[src/rtl/toggle_cover_pkg.sv]
// Shared types and helpers for the toggle-cover collector: FSM states,
// cover-point index mapping and a saturating counter add.
package toggle_cover_pkg;

   typedef enum logic [1:0] {
      IDLE  = 2'd0,
      PRIME = 2'd1,
      RUN   = 2'd2
   } state_e;

   function automatic int rise_idx(input int i);
      return 2 * i;
   endfunction

   function automatic int fall_idx(input int i);
      return 2 * i + 1;
   endfunction

   // Clamps at 2^cw-1; valid for cw up to 32.
   function automatic logic [32:0] sat_add(input logic [31:0] acc,
                                           input logic [31:0] inc,
                                           input int          cw);
      logic [32:0] sum;
      logic [32:0] lim;
      sum = {1'b0, acc} + {1'b0, inc};
      lim = (33'd1 << cw) - 33'd1;
      return (sum > lim) ? lim : sum;
   endfunction

endpackage

[src/rtl/toggle_popcount.sv]
// Combinational set-bit counter built as a balanced binary adder tree.
// Latency 0; no backpressure (pure function of the input word).
module toggle_popcount #(
   parameter int W  = 62,
   parameter int CW = $clog2(W + 1)
) (
   input  logic [W-1:0]  bits,
   output logic [CW-1:0] cnt
);

   // Leaves padded to a power of two; heap layout, node k sums nodes 2k and 2k+1.
   localparam int N = 1 << $clog2(W);

   logic [CW-1:0] node [1:2*N-1];

   genvar j, k;
   generate
      for (j = 0; j < N; j++) begin : g_leaf
         if (j < W) begin : g_bit
            assign node[N+j] = CW'(bits[j]);
         end else begin : g_pad
            assign node[N+j] = '0;
         end
      end
      for (k = 1; k < N; k++) begin : g_sum
         assign node[k] = node[2*k] + node[2*k+1];
      end
   endgenerate

   assign cnt = node[1];

endmodule

[src/rtl/toggle_cover_collector.sv]
// First-hit rise/fall toggle detector feeding the per-bit cover sink, with sticky bitmap and saturating count.
// Latency: edge at sample n pulses valid the cycle after edge n; no backpressure (sink must accept every pulse).
module toggle_cover_collector
   import toggle_cover_pkg::*;
#(
   parameter int WIDTH   = 31,
   parameter int COUNT_W = 16
) (
   input  logic                 clock,
   input  logic                 reset,
   input  logic [WIDTH-1:0]     sig,
   input  logic                 en,
   input  logic                 clear,
   output logic [2*WIDTH-1:0]   valid,
   output logic [2*WIDTH-1:0]   covered,
   output logic [COUNT_W-1:0]   cover_count,
   output logic                 all_covered
);

   localparam int NPTS = 2 * WIDTH;
   localparam int PW   = $clog2(NPTS + 1);

   state_e              state_q, state_d;
   logic [WIDTH-1:0]    prev_q, prev_d;
   logic [NPTS-1:0]     valid_q, valid_d;
   logic [NPTS-1:0]     covered_q, covered_d;
   logic [COUNT_W-1:0]  count_q, count_d;
   logic                all_q, all_d;

   logic [NPTS-1:0]     edges;
   logic [NPTS-1:0]     hit;
   logic [PW-1:0]       hit_cnt;

   always_comb begin
      edges = '0;
      for (int i = 0; i < WIDTH; i++) begin
         edges[rise_idx(i)] = ~prev_q[i] &  sig[i];
         edges[fall_idx(i)] =  prev_q[i] & ~sig[i];
      end
      hit = edges & ~covered_q;
   end

   toggle_popcount #(
      .W  (NPTS),
      .CW (PW)
   ) u_popcount (
      .bits (hit),
      .cnt  (hit_cnt)
   );

   always_comb begin
      state_d   = state_q;
      prev_d    = prev_q;
      valid_d   = '0;
      covered_d = covered_q;
      count_d   = count_q;

      if (clear) begin
         // Same-cycle edges are dropped; re-entry goes through PRIME.
         covered_d = '0;
         count_d   = '0;
         state_d   = en ? PRIME : IDLE;
      end else begin
         unique case (state_q)
            IDLE: begin
               if (en) state_d = PRIME;
            end
            PRIME: begin
               prev_d  = sig;
               state_d = en ? RUN : IDLE;
            end
            RUN: begin
               if (en) begin
                  valid_d   = hit;
                  covered_d = covered_q | hit;
                  prev_d    = sig;
                  count_d   = COUNT_W'(sat_add(32'(count_q), 32'(hit_cnt), COUNT_W));
               end else begin
                  state_d = IDLE;
               end
            end
            default: state_d = IDLE;
         endcase
      end

      all_d = &covered_d;
   end

   always_ff @(posedge clock or negedge reset) begin
      if (!reset) begin
         state_q   <= IDLE;
         prev_q    <= '0;
         valid_q   <= '0;
         covered_q <= '0;
         count_q   <= '0;
         all_q     <= 1'b0;
      end else begin
         state_q   <= state_d;
         prev_q    <= prev_d;
         valid_q   <= valid_d;
         covered_q <= covered_d;
         count_q   <= count_d;
         all_q     <= all_d;
      end
   end

   assign valid       = valid_q;
   assign covered     = covered_q;
   assign cover_count = count_q;
   assign all_covered = all_q;

endmodule

[config.mk]
export PLATFORM = sky130hd
export DESIGN_NAME = toggle_cover_collector
export DESIGN_NICKNAME = d
export VERILOG_FILES = /design/src/rtl/toggle_cover_pkg.sv /design/src/rtl/toggle_popcount.sv /design/src/rtl/toggle_cover_collector.sv
export SDC_FILE = /design/constraint.sdc
export NUM_CORES = 1
export LEC_CHECK = 0
export CORE_MARGIN = 2
export CORE_UTILIZATION = 45
export CTS_BUF_LIST = sky130_fd_sc_hd__clkbuf_16
export DETAILED_ROUTE_END_ITERATION = 10
export MAX_ROUTING_LAYER = met4
export PLACE_DENSITY = 0.76
export SYNTH_ARGS = -nofsm -noshare
export SYNTH_HDL_FRONTEND = slang
export SYNTH_SLANG_ARGS = --single-unit
export TNS_END_PERCENT = 5
[constraint.sdc]
create_clock -name clock -period 9.1 [get_ports clock]
set_input_delay 1.82 -clock clock [delete_from_list [all_inputs] [get_ports clock]]
set_output_delay 1.82 -clock clock [all_outputs]
set_load 0.005 [all_outputs]
=== Word-level counts from Yosys, hierarchy flattened ===
Cells that the tools add are included.
Widths: inputs -> output; s select.

* Bits of input ports: 35
* Flip-flop bits (word level): 174
* Logic and storage cells: 228
* Output and inout bits: 141

* Bitwise gates (word level): 128
* Add/subtract/negate cells: 62
* Equal/unequal tests: 5
* Multiplexer cells: 18
* Reductions and logical operators: 8
* Order comparisons: 1

{| class="wikitable"
|+ Operators with widths
! kind !! count
|-
| $mux 62 || 6
|-
| $mux 16 || 4
|-
| $not 1->1 || 63
|-
| $add 1x1->2 || 31
|-
| $and 1x1->1 || 62
|-
| $and 62x62->62 || 1
|-
| $not 62->62 || 1
|-
| $or 62x62->62 || 1
|-
| $pmux 31 s2 || 1
|-
| $reduce_and 62->1 || 1
|-
| $add 2x2->3 || 15
|-
| $mux 31 || 1
|-
| $add 3x3->4 || 7
|-
| $add 4x4->5 || 4
|-
| $add 16x6->17 || 1
|-
| $gt 17x16->1 const B || 1
|-
| $add 5x5->6 || 2
|-
| $mux 2 || 4
|-
| $add 6x6->6 || 1
|-
| $ne 3x3->1 const B || 2
|-
| $pmux 2 s3 || 1
|-
| $reduce_bool 2->1 || 3
|-
| $add 3x2->4 || 1
|-
| $reduce_and 2->1 || 2
|-
| 6 further kinds || 6
|}

=== Depth between registers and ports, before layout ===
Gate-level depths: netlist of the first run.

* Word-level depth: 15
* Mapped depth: 24
* Mapped depth without buffers: 23

=== Modules after synthesis ===
From an unflattened synthesis of the first run, not the netlist that was laid out.

* Cells, all modules: 935
* Area, all modules: 9516.6 sq um

{| class="wikitable"
|+ By module, submodules not included
! module !! instances !! sequential area each (sq um) !! cells an instance !! area an instance (sq um)
|-
| toggle_cover_collector || 1 || 4354.2 || 718 || 7372.1
|-
| toggle_popcount || 1 || 0.0 || 217 || 2144.6
|}

=== Worst setup path before layout of the first run ===
Ideal clock, no wire load.

* Path kind: input to register
* From: input port sig[2]
* To: register count_q[13] (netlist: cover_count[13])
* Required time: 8.977 ns
* Buffers on the path: 1
* Library setup time: 0.123 ns
* Data arrival time: 8.131 ns
* Setup slack: 0.846 ns
* Stages: 20
* Cell sequence: or3b_2 > fa_1 > inv_1 > fa_1 > inv_1 > fa_1 > fa_1 > fa_1 > fa_1 > fa_1 > fa_1 > fa_1 > inv_1 > fa_1 > a21o_1 > a221oi_4 > o22a_1 > buf_6 > and4_4 > nor3_2

* Word-level cells in the longest chain between the ends: 15
* Elaborated cells between the ends (all ways): 16
* Those cells by class: add/sub (7); order compare (1); mux (4); bitwise (4)

{| class="wikitable"
|+ RTL lines
! item !! line !! RTL
|-
| start, declared || toggle_cover_collector.sv:11 || <nowiki>input logic [WIDTH-1:0] sig,</nowiki>
|-
| $not 1->1 || toggle_cover_collector.sv:38 || <nowiki>edges[fall_idx(i)] = prev_q[i] & ~sig[i];</nowiki>
|-
| $and 1x1->1 || toggle_cover_collector.sv:38 ||
|-
| $and 62x62->62 * || toggle_cover_collector.sv:40 || <nowiki>hit = edges & ~covered_q;</nowiki>
|-
| $add 1x1->2 * || toggle_popcount.sv:26 || <nowiki>assign node[k] = node[2*k] + node[2*k+1];</nowiki>
|-
| $add 2x2->3 * || toggle_popcount.sv:26 ||
|-
| $add 3x3->4 * || toggle_popcount.sv:26 ||
|-
| $add 4x4->5 * || toggle_popcount.sv:26 ||
|-
| $add 5x5->6 * || toggle_popcount.sv:26 ||
|-
| $add 6x6->6 * || toggle_popcount.sv:26 ||
|-
| $add 16x6->17 * || toggle_cover_pkg.sv:25 || <nowiki>sum = {1'b0, acc} + {1'b0, inc};</nowiki>
|-
| $gt 17x16->1 || toggle_cover_pkg.sv:27 || <nowiki>return (sum > lim) ? lim : sum;</nowiki>
|-
| $mux 16 * || toggle_cover_pkg.sv:27 ||
|-
| $mux 16 * || toggle_cover_collector.sv:73 || <nowiki>if (en) begin</nowiki>
|-
| $mux 16 * || toggle_cover_collector.sv:64 || <nowiki>unique case (state_q)</nowiki>
|-
| $mux 16 * || toggle_cover_collector.sv:58 || <nowiki>if (clear) begin</nowiki>
|-
| end signal, assigned || toggle_cover_collector.sv:102 || <nowiki>count_q <= count_d;</nowiki>
|-
| end, declared || toggle_cover_collector.sv:27 || <nowiki>logic [COUNT_W-1:0] count_q, count_d;</nowiki>
|}

Mark *: on every way between the ends. The rest lies on a longest branch, timed or not. The select of a mux whose other input is x is not followed.
A chain may end at the register's enable or synchronous reset.

=== Worst setup path after layout of the first run ===
* From: input port sig[14]
* To: register count_q[9] (netlist: cover_count[9])

The elaborated chain is that of the path after synthesis.

==> results of run 1 <==
-- state kept, by name, indices dropped and copies added, names as in the netlist --
| register | count |
|---|---|
| cover_count | 16 |
| valid | 62 |
| all_covered | 1 |
| state_q | 2 |
| prev_q | 31 |
| covered | 62 |
-- cell type report --
| cell class | count | area [sq um] | area share [%] |
|---|---|---|---|
| multi-input cells | 617 | 4530 | 37.7 |
| clock inverters | 15 | 145 | 1.21 |
| flip-flops and latches | 174 | 4350 | 36.2 |
| repair buffers | 193 | 1880 | 15.7 |
| clock buffers | 17 | 425 | 3.54 |
| inverters | 94 | 353 | 2.93 |
| well taps | 270 | 338 | 2.81 |
-- layer usage --
layer	share of wire [%]	wire, um	vias up
met5	0	0	-
met4	2.2	581	0
met3	8.0	2120	35
met2	46	12300	288
met1	43	11500	3815
li1	-	-	3504
-- per-stage QoR --
stage	area, sq um	worst slack, ns	instances
2_1_floorplan	9440	0.846	927
3_3_place_gp	11500	0.190	1348
3_5_place_dp	11500	0.0511	1348
4_1_cts	12000	0.532	1380
5_1_grt	12000	0.194	1380
6_report	12000	0.515	1380
-- cell families (layout without fill, tap and decap cells) --
| kind of cell | Yosys count | after routing | synth area share (%) |
|---|---|---|---|
| compound gates | 150 | 150 | 9.90 |
| buf+inv | 136 | 319 | 5.88 |
| flops | 174 | 174 | 46.1 |
| mux | 8 | 8 | 0.928 |
| xor+xnor | 5 | 5 | 0.464 |
| fa+ha+maj | 85 | 85 | 15.6 |
| simple gates | 369 | 369 | 21.2 |
-- worst min-delay path by stage --
| stage | depth (start not counted) | slack [ns] | startpoint | to |
|---|---|---|---|---|
| after floorplan | 2 | 0.47 | prev_q[12]$_DFFE_PN0P_ | prev_q[12]$_DFFE_PN0P_ |
| after global placement | 2 | 0.49 | prev_q[12]$_DFFE_PN0P_ | prev_q[12]$_DFFE_PN0P_ |
| after detailed placement | 1 | 0.49 | covered[24]$_DFF_PN0_ | valid[24]$_DFF_PN0_ |
| after CTS | 1 | 0.50 | covered[24]$_DFF_PN0_ | valid[24]$_DFF_PN0_ |
| after global routing | 1 | 0.53 | covered[24]$_DFF_PN0_ | valid[24]$_DFF_PN0_ |
| final | 1 | 0.50 | covered[24]$_DFF_PN0_ | valid[24]$_DFF_PN0_ |
-- critical path, cell delays in order --
cell and delay, ns:
clkdlybuf4s50_1 0.53, inv_1 0.08, or3_1 0.43, fa_1 0.63
fa_1 0.47, fa_1 0.50, fa_1 0.54, fa_1 0.58
fa_1 0.46, fa_1 0.49, fa_1 0.55, fa_1 0.19
inv_1 0.05, fa_1 0.37, a21o_1 0.23, a221oi_4 0.33
o22ai_1 0.20, o311ai_1 0.29, o41ai_1 0.12
-- layout by cell type (no fill, tap or decap), types with 18 or more instances in the layout --
master and instances:
dfrtp_1 174, clkdlybuf4s50_1 173, nor2_1 139, inv_1 94
fa_1 54, o21ai_0 48, nand2_1 43, ha_1 31
a21oi_1 30, and4b_1 28, a31oi_1 25, nor3_1 25
and3_1 20, buf_4 18
==> impl_metrics.toml, run 1 <==
[outcome]
outcome = "finished clean"

[timing]
skew_ns = 0.00676
hold_viol = 0
tns_ns = 0
whs_ns = 0.503
min_period_over_period_pct = 94.3
fmaxAchievable_mhz = 116
setup_viol = 0
relSlewSlack_pct = 27.4
period_minus_slack_ns = 8.58
tightestPinTransition_ns = 1.09
rsz0062_at_grt = "no"
final_max_slew_viol_count = 0

[yosys]
syn_area_per_cell_sq_um = 10.2
synth.distinct_cells = 58
synth_edf_count = 0
ys_seq_elements = 174
synthTopCellsByArea = "dfrtp_1, fa_1, nor2_1"
synth.most_common_cell = "dfrtp_1"
synth_flop_cell = "dfrtp_1"
synth_nets = 1047
yosys-top-cells-count = "dfrtp_1, nor2_1, inv_1"
synth_area_leader_cell = "dfrtp_1"
synth_top_area_share_pct = 46.1
ys_warn_count = 0
syn_area_sq_um = 9440
synth-seq-area-share_pct = 46.1
async_flop_share_pct = 100
syn_inst = 927

[clocking]
cts-hold-fix-buffers = 0
clkLatencyLatePin_ns = 0.43
cts_setup_buffers = 0
clk_pin_slew_worst_paths_ns = 0.07
cts_tree = "yes"
cts-root-buf = "clkbuf_16"
cts_resized = 0
cts_buffers = 17
cts_num_sinks = 174
htree_levels = 4
clockBufferDepth = 2

[global_route]
overflow = 0
grt_pass1_wl_mm = 41.6
grt_pass1_vias = 7358
busiest_layer = "met2"
grt_use_total_pct = 25.6
grt_antenna_before_repair = 0
met3_usage_pct = 5.99
grt_use_met2_pct = 38.2
grt_util_met1_pct = 35.2
grt_max_degree = 91

[hold_path]
hold_class = "reg -> reg"

[route]
routed_wirelength_mm = 26.5
wl_per_cell_um = 19.2
ant_nets = 0
drc = 0
drt_iter0_drc = 643
drt-vias-per-instance = 5.54
dr.pass1.iters = 5
vias = 7642

[place]
port_buffers = 175
globalplace.congestion = 0.857
dp_hpwl_mm = 19.3

[floorplanning]
pin_count = 176
num_rows = 52
coreArea_sq_um = 20400
die_h_um = 149
die_x_um = 149
die-area_sq_um = 22200
initial_core_util_pct = 46.2

[setup_path]
cp.arrival_ns = 8.87
r2r-end = "cover_count[9]$_DFFE_PN0P_"
r2r_cells = 19
critical_path_class = "in -> reg"
r2r_slack_ns = 2.01
startpoint = "sig[14]"
end_kind = "flop"
worstSetupStartpointType = "primary input"
cp_max_fo = 5
crit_path_end = "cover_count[9]$_DFFE_PN0P_"
r2r_start = "covered[4]$_DFF_PN0_"
cp.required_ns = 9.39

[run]
maxCapViolations = 0

[layout]
synthToLayoutAreaGrowth_pct = 27.4
fin_util_pct = 58.9
nFillCells = 1725
final_layout_size_suffix_gt1_share_pct = 5.68
num_antenna_cells = 0
final_nets = 1217
Power of run 1 is not shown: default switching activity piles up to over one toggle a cycle in this logic, so the estimate is an artifact.
==> run 2: changes to the inputs <==
--- a/config.mk
+++ b/config.mk
@@ -5,9 +5,9 @@
 export SDC_FILE = /design/constraint.sdc
 export NUM_CORES = 1
 export LEC_CHECK = 0
-export CORE_MARGIN = 2
 export CORE_UTILIZATION = 45
 export CTS_BUF_LIST = sky130_fd_sc_hd__clkbuf_16
+export CTS_CLUSTER_DIAMETER = 60
 export DETAILED_ROUTE_END_ITERATION = 10
 export MAX_ROUTING_LAYER = met4
 export PLACE_DENSITY = 0.76
==> run 2 against run 1 <==
- die area fell by 2.7%
- critical path depth is 1 higher
- worst hold slack better by 0.0020 ns
- utilization increased by 0.38 points
- clock skew is 0.0058 ns higher
- register-to-register slack lost 0.03 ns
- non-clock buffer count is the same
- critical path type unchanged
==> impl_metrics.toml, run 2 (synthesis gave the netlist of run 1 again) <==
[place]
dp_hpwl_mm = 18.9
globalplace.congestion = 0.872
port_buffers = 175

[clocking]
clkLatencyLatePin_ns = 0.43
cts_buffers = 17
cts_setup_buffers = 0
clockBufferDepth = 2
cts-hold-fix-buffers = 0
htree_levels = 4
cts_num_sinks = 174
cts_resized = 0
clk_pin_slew_worst_paths_ns = 0.07
cts_tree = "yes"
cts-root-buf = "clkbuf_16"

[floorplanning]
num_rows = 52
die_h_um = 147
pin_count = 176
die-area_sq_um = 21600
initial_core_util_pct = 46.2
coreArea_sq_um = 20400
die_x_um = 147

[route]
vias = 7576
routed_wirelength_mm = 25.8
dr.pass1.iters = 5
wl_per_cell_um = 18.7
drc = 0
ant_nets = 0
drt_iter0_drc = 551
drt-vias-per-instance = 5.49

[global_route]
grt_antenna_before_repair = 0
grt_pass1_vias = 7401
grt_use_total_pct = 25.9
grt_pass1_wl_mm = 41.1
grt_max_degree = 81
overflow = 0

[layout]
final_nets = 1217
nFillCells = 1726
mostFrequentLayoutCell = "dfrtp_1"
final_cell_mix = "dfrtp_1, clkdlybuf4s50_1, nor2_1"
final_layout_size_suffix_gt1_share_pct = 6.04
synthToLayoutAreaGrowth_pct = 28.2
num_antenna_cells = 0

[setup_path]
r2r-end = "cover_count[9]$_DFFE_PN0P_"
cp.arrival_ns = 8.86
r2r_start = "covered[4]$_DFF_PN0_"
end_kind = "flop"
critPathSlowestCell = "fa_1"
cp.required_ns = 9.39
path_common_cell = "fa_1"
critical_path_class = "in -> reg"
r2r_slack_ns = 1.98
max_stage_delay_ns = 0.56
path_buf_inv = 4
r2r_cells = 19
crit_chain = "clkdlybuf4s50_1 > or3b_2 > fa_1 > inv_1 > fa_1 > inv_1 > fa_1 > fa_1 > fa_1 > fa_1 > fa_1 > fa_1 > fa_1 > inv_1 > fa_1 > a21o_1 > a221oi_4 > o22ai_1 > o311ai_1 > o41ai_1"
worstSetupStartpointType = "primary input"
cp_max_fo = 5
crit_family = "adder cells"

[timing]
setup_viol = 0
fmaxAchievable_mhz = 117
relSlewSlack_pct = 32.3
rsz0062_at_grt = "no"
hold_viol = 0
skew_ns = 0.0125
period_minus_slack_ns = 8.57
whs_ns = 0.505
min_period_over_period_pct = 94.2
tns_ns = 0
final_max_slew_viol_count = 0
tightestPinTransition_ns = 1.01

[hold_path]
holdPathStages = 1
hold_class = "reg -> reg"
hold_start = "covered[24]$_DFF_PN0_"
holdPathEnd = "valid[24]$_DFF_PN0_"

[outcome]
outcome = "finished clean"

[run]
maxCapViolations = 0
run 2: cell type report:
cell class / instances / area (sq um) / share of cell area, %
clock buffer: 17 / 425 / 3.51
clock inverter: 15 / 223 / 1.84
inverter: 94 / 353 / 2.91
timing repair buffer: 193 / 1880 / 15.6
tap: 270 / 338 / 2.79
sequential: 174 / 4350 / 36.0
multi-input combinational: 617 / 4530 / 37.4
run 2: metrics by stage:
step	cells	util [%]	area (sq um)	setup WS (ns)
detailed placement	1348	56.1	11500	0.0690
floorplan	927	-	9440	0.846
global route	1380	59.3	12100	0.198
global placement	1348	56.1	11500	0.191
finish	1380	59.3	12100	0.529
CTS	1380	59.3	12100	0.515
run 2: worst max-delay path by stage:
stage / startpoint / endpoint / slack [ns] / cells after the start
after CTS: sig[2] / cover_count[9]$_DFFE_PN0P_ / 0.52 / 20
after detailed placement: sig[2] / cover_count[9]$_DFFE_PN0P_ / 0.07 / 20
after floorplan: sig[2] / cover_count[13]$_DFFE_PN0P_ / 0.85 / 20
after global routing: sig[18] / cover_count[9]$_DFFE_PN0P_ / 0.20 / 20
after global placement: sig[16] / cover_count[9]$_DFFE_PN0P_ / 0.19 / 19
final: sig[2] / cover_count[9]$_DFFE_PN0P_ / 0.53 / 20
run 2: routing by layer:
layer / part of all wire (%) / track usage (%) / vias up
li1: - / - / 3514
met2: 47 / 38.8 / 269
met5: 0 / - / -
met3: 7.4 / 5.06 / 27
met1: 44 / 35.9 / 3766
met4: 1.5 / 7.34 / 0
Power of run 2 is left out for the same reason.
==> run 3: changes to the inputs <==
--- a/config.mk
+++ b/config.mk
@@ -9,6 +9,7 @@
 export CTS_BUF_LIST = sky130_fd_sc_hd__clkbuf_16
 export CTS_CLUSTER_DIAMETER = 60
 export DETAILED_ROUTE_END_ITERATION = 10
+export GPL_ROUTABILITY_DRIVEN = 0
 export MAX_ROUTING_LAYER = met4
 export PLACE_DENSITY = 0.76
 export SYNTH_ARGS = -nofsm -noshare
==> constraint.sdc (replaced) <==
create_clock -name clock -period 9.9 [get_ports clock]
set_input_delay 1.98 -clock clock [delete_from_list [all_inputs] [get_ports clock]]
set_output_delay 1.98 -clock clock [all_outputs]
set_load 0.005 [all_outputs]
==> run 3 against run 2 <==
- via count is 1.2% higher
- critical path depth stayed put
- die area stayed put
- worst hold slack got worse by 0.013 ns
==> impl_metrics.toml, run 3 (synthesis gave the netlist of run 1 again) <==
[setup_path]
critical_path_class = "in -> reg"
path_common_cell = "fa_1"
crit_family = "adder cells"
cp.arrival_ns = 9.37
worstSetupStartpointType = "primary input"
cp_max_fo = 9
cp.required_ns = 10.20
end_kind = "flop"
path_buf_inv = 4
max_stage_delay_ns = 0.58
crit_chain = "clkdlybuf4s50_1 > inv_1 > nor3_1 > fa_1 > fa_1 > inv_1 > fa_1 > fa_1 > fa_1 > fa_1 > fa_1 > fa_1 > fa_1 > inv_1 > fa_1 > a21o_1 > a221oi_4 > o22a_1 > and4_4 > nor3_2"
critPathSlowestCell = "fa_1"

[timing]
skew_ns = 0.00839
fmaxAchievable_mhz = 110
period_minus_slack_ns = 9.08
final_max_slew_viol_count = 0
rsz0062_at_grt = "no"
min_period_over_period_pct = 91.7
setup_viol = 0
tns_ns = 0
hold_viol = 0
relSlewSlack_pct = 34.0
tightestPinTransition_ns = 0.988

[clocking]
clk_pin_slew_worst_paths_ns = 0.07
cts_buffers = 17
clkLatencyLatePin_ns = 0.44
cts_resized = 0
htree_levels = 4
cts_tree = "yes"
clockBufferDepth = 2
cts_num_sinks = 174
cts-hold-fix-buffers = 0
cts-root-buf = "clkbuf_16"
cts_setup_buffers = 0

[floorplanning]
coreArea_sq_um = 20400
die_h_um = 147
die_x_um = 147
initial_core_util_pct = 46.2
num_rows = 52
die-area_sq_um = 21600
pin_count = 176

[route]
ant_nets = 0
routed_wirelength_mm = 26.7
drt_iter0_drc = 553
dr.pass1.iters = 6
drc = 0
drt-vias-per-instance = 5.58
vias = 7670
wl_per_cell_um = 19.4

[layout]
synthToLayoutAreaGrowth_pct = 27.0
mostFrequentLayoutCell = "dfrtp_1"
multi_input_comb_area_sq_um = 4530
final_layout_size_suffix_gt1_share_pct = 5.26
final_nets = 1209
final_cell_mix = "dfrtp_1, clkdlybuf4s50_1, nor2_1"
nFillCells = 1749
regArea_sq_um = 4350

[global_route]
grt_use_total_pct = 26.5
grt_pass1_wl_mm = 41.7
grt_antenna_before_repair = 2
overflow = 0
grt_pass1_vias = 7497
grt_max_degree = 75

[place]
dp_hpwl_mm = 19.2
port_buffers = 175

[run]
maxCapViolations = 0

[hold_path]
hold_class = "reg -> reg"

[outcome]
outcome = "finished clean"
run 3: cell count changes in the layout (fill, tap and decap cells not counted), sizes merged:
cell / previous run / this run
buf: 20 / 12
bufinv: 4 / 2
clkinv: 2 / 6
clkinvlp: 2 / 3
diode: 0 / 2
inv: 101 / 98
run 3: worst register-to-register path: stages, from the launching register on:
cell and delay (ns):
dfrtp_1 0.44, nor3_1 0.55, fa_1 0.56, fa_1 0.54, inv_1 0.05, fa_1 0.50
fa_1 0.53, fa_1 0.59, fa_1 0.47, fa_1 0.54, fa_1 0.56, fa_1 0.20
inv_1 0.05, fa_1 0.40, a21o_1 0.24, a221oi_4 0.41, o22a_1 0.38, and4_4 0.27
nor3_2 0.04
run 3: final cells by class:
| cell class | count | share of cell area [%] |
|---|---|---|
| diodes | 2 | 0.0417 |
| clock buffers | 17 | 3.55 |
| clock inverters | 15 | 1.34 |
| inverters | 94 | 2.94 |
| multi-input cells | 617 | 37.8 |
| flip-flops and latches | 174 | 36.3 |
| well taps | 270 | 2.82 |
| repair buffers | 185 | 15.2 |
run 3: per-layer routing:
layer	track usage, %	wire length [um]	up-vias
met5	-	0	-
met4	9.69	770	0
met3	5.75	1950	48
met2	39.7	12400	343
met1	35.4	11500	3794
li1	-	-	3485
run 3: final timing paths:
check                                 startpoint                     endpoint  slack, ns  cells past startpoint
max in group asynchronous                  reset          valid[42]$_DFF_PN0_       7.20                      2
min in group asynchronous                  reset          valid[13]$_DFF_PN0_       1.55                      1
setup reg to reg           covered[40]$_DFF_PN0_  cover_count[13]$_DFFE_PN0P_       2.42                     18
hold reg to reg            covered[24]$_DFF_PN0_          valid[24]$_DFF_PN0_       0.49                      1
setup / recovery                         sig[20]  cover_count[13]$_DFFE_PN0P_       0.82                     20
hold / removal             covered[24]$_DFF_PN0_          valid[24]$_DFF_PN0_       0.49                      1
run 3: per-stage QoR:
| stage | area, sq um | setup slack, ns | util (%) | cells | hold WS [ns] |
|---|---|---|---|---|---|
| 2_1_floorplan | 9440 | 1.49 | - | 927 | 0.472 |
| 3_3_place_gp | 11400 | 0.613 | 55.8 | 1340 | 0.490 |
| 3_5_place_dp | 11400 | 0.486 | 55.8 | 1340 | 0.485 |
| 4_1_cts | 12000 | 0.853 | 58.7 | 1372 | 0.497 |
| 5_1_grt | 12000 | 0.562 | 58.7 | 1374 | 0.515 |
| 6_report | 12000 | 0.824 | 58.7 | 1374 | 0.492 |
Power of run 3 is left out for the same reason.
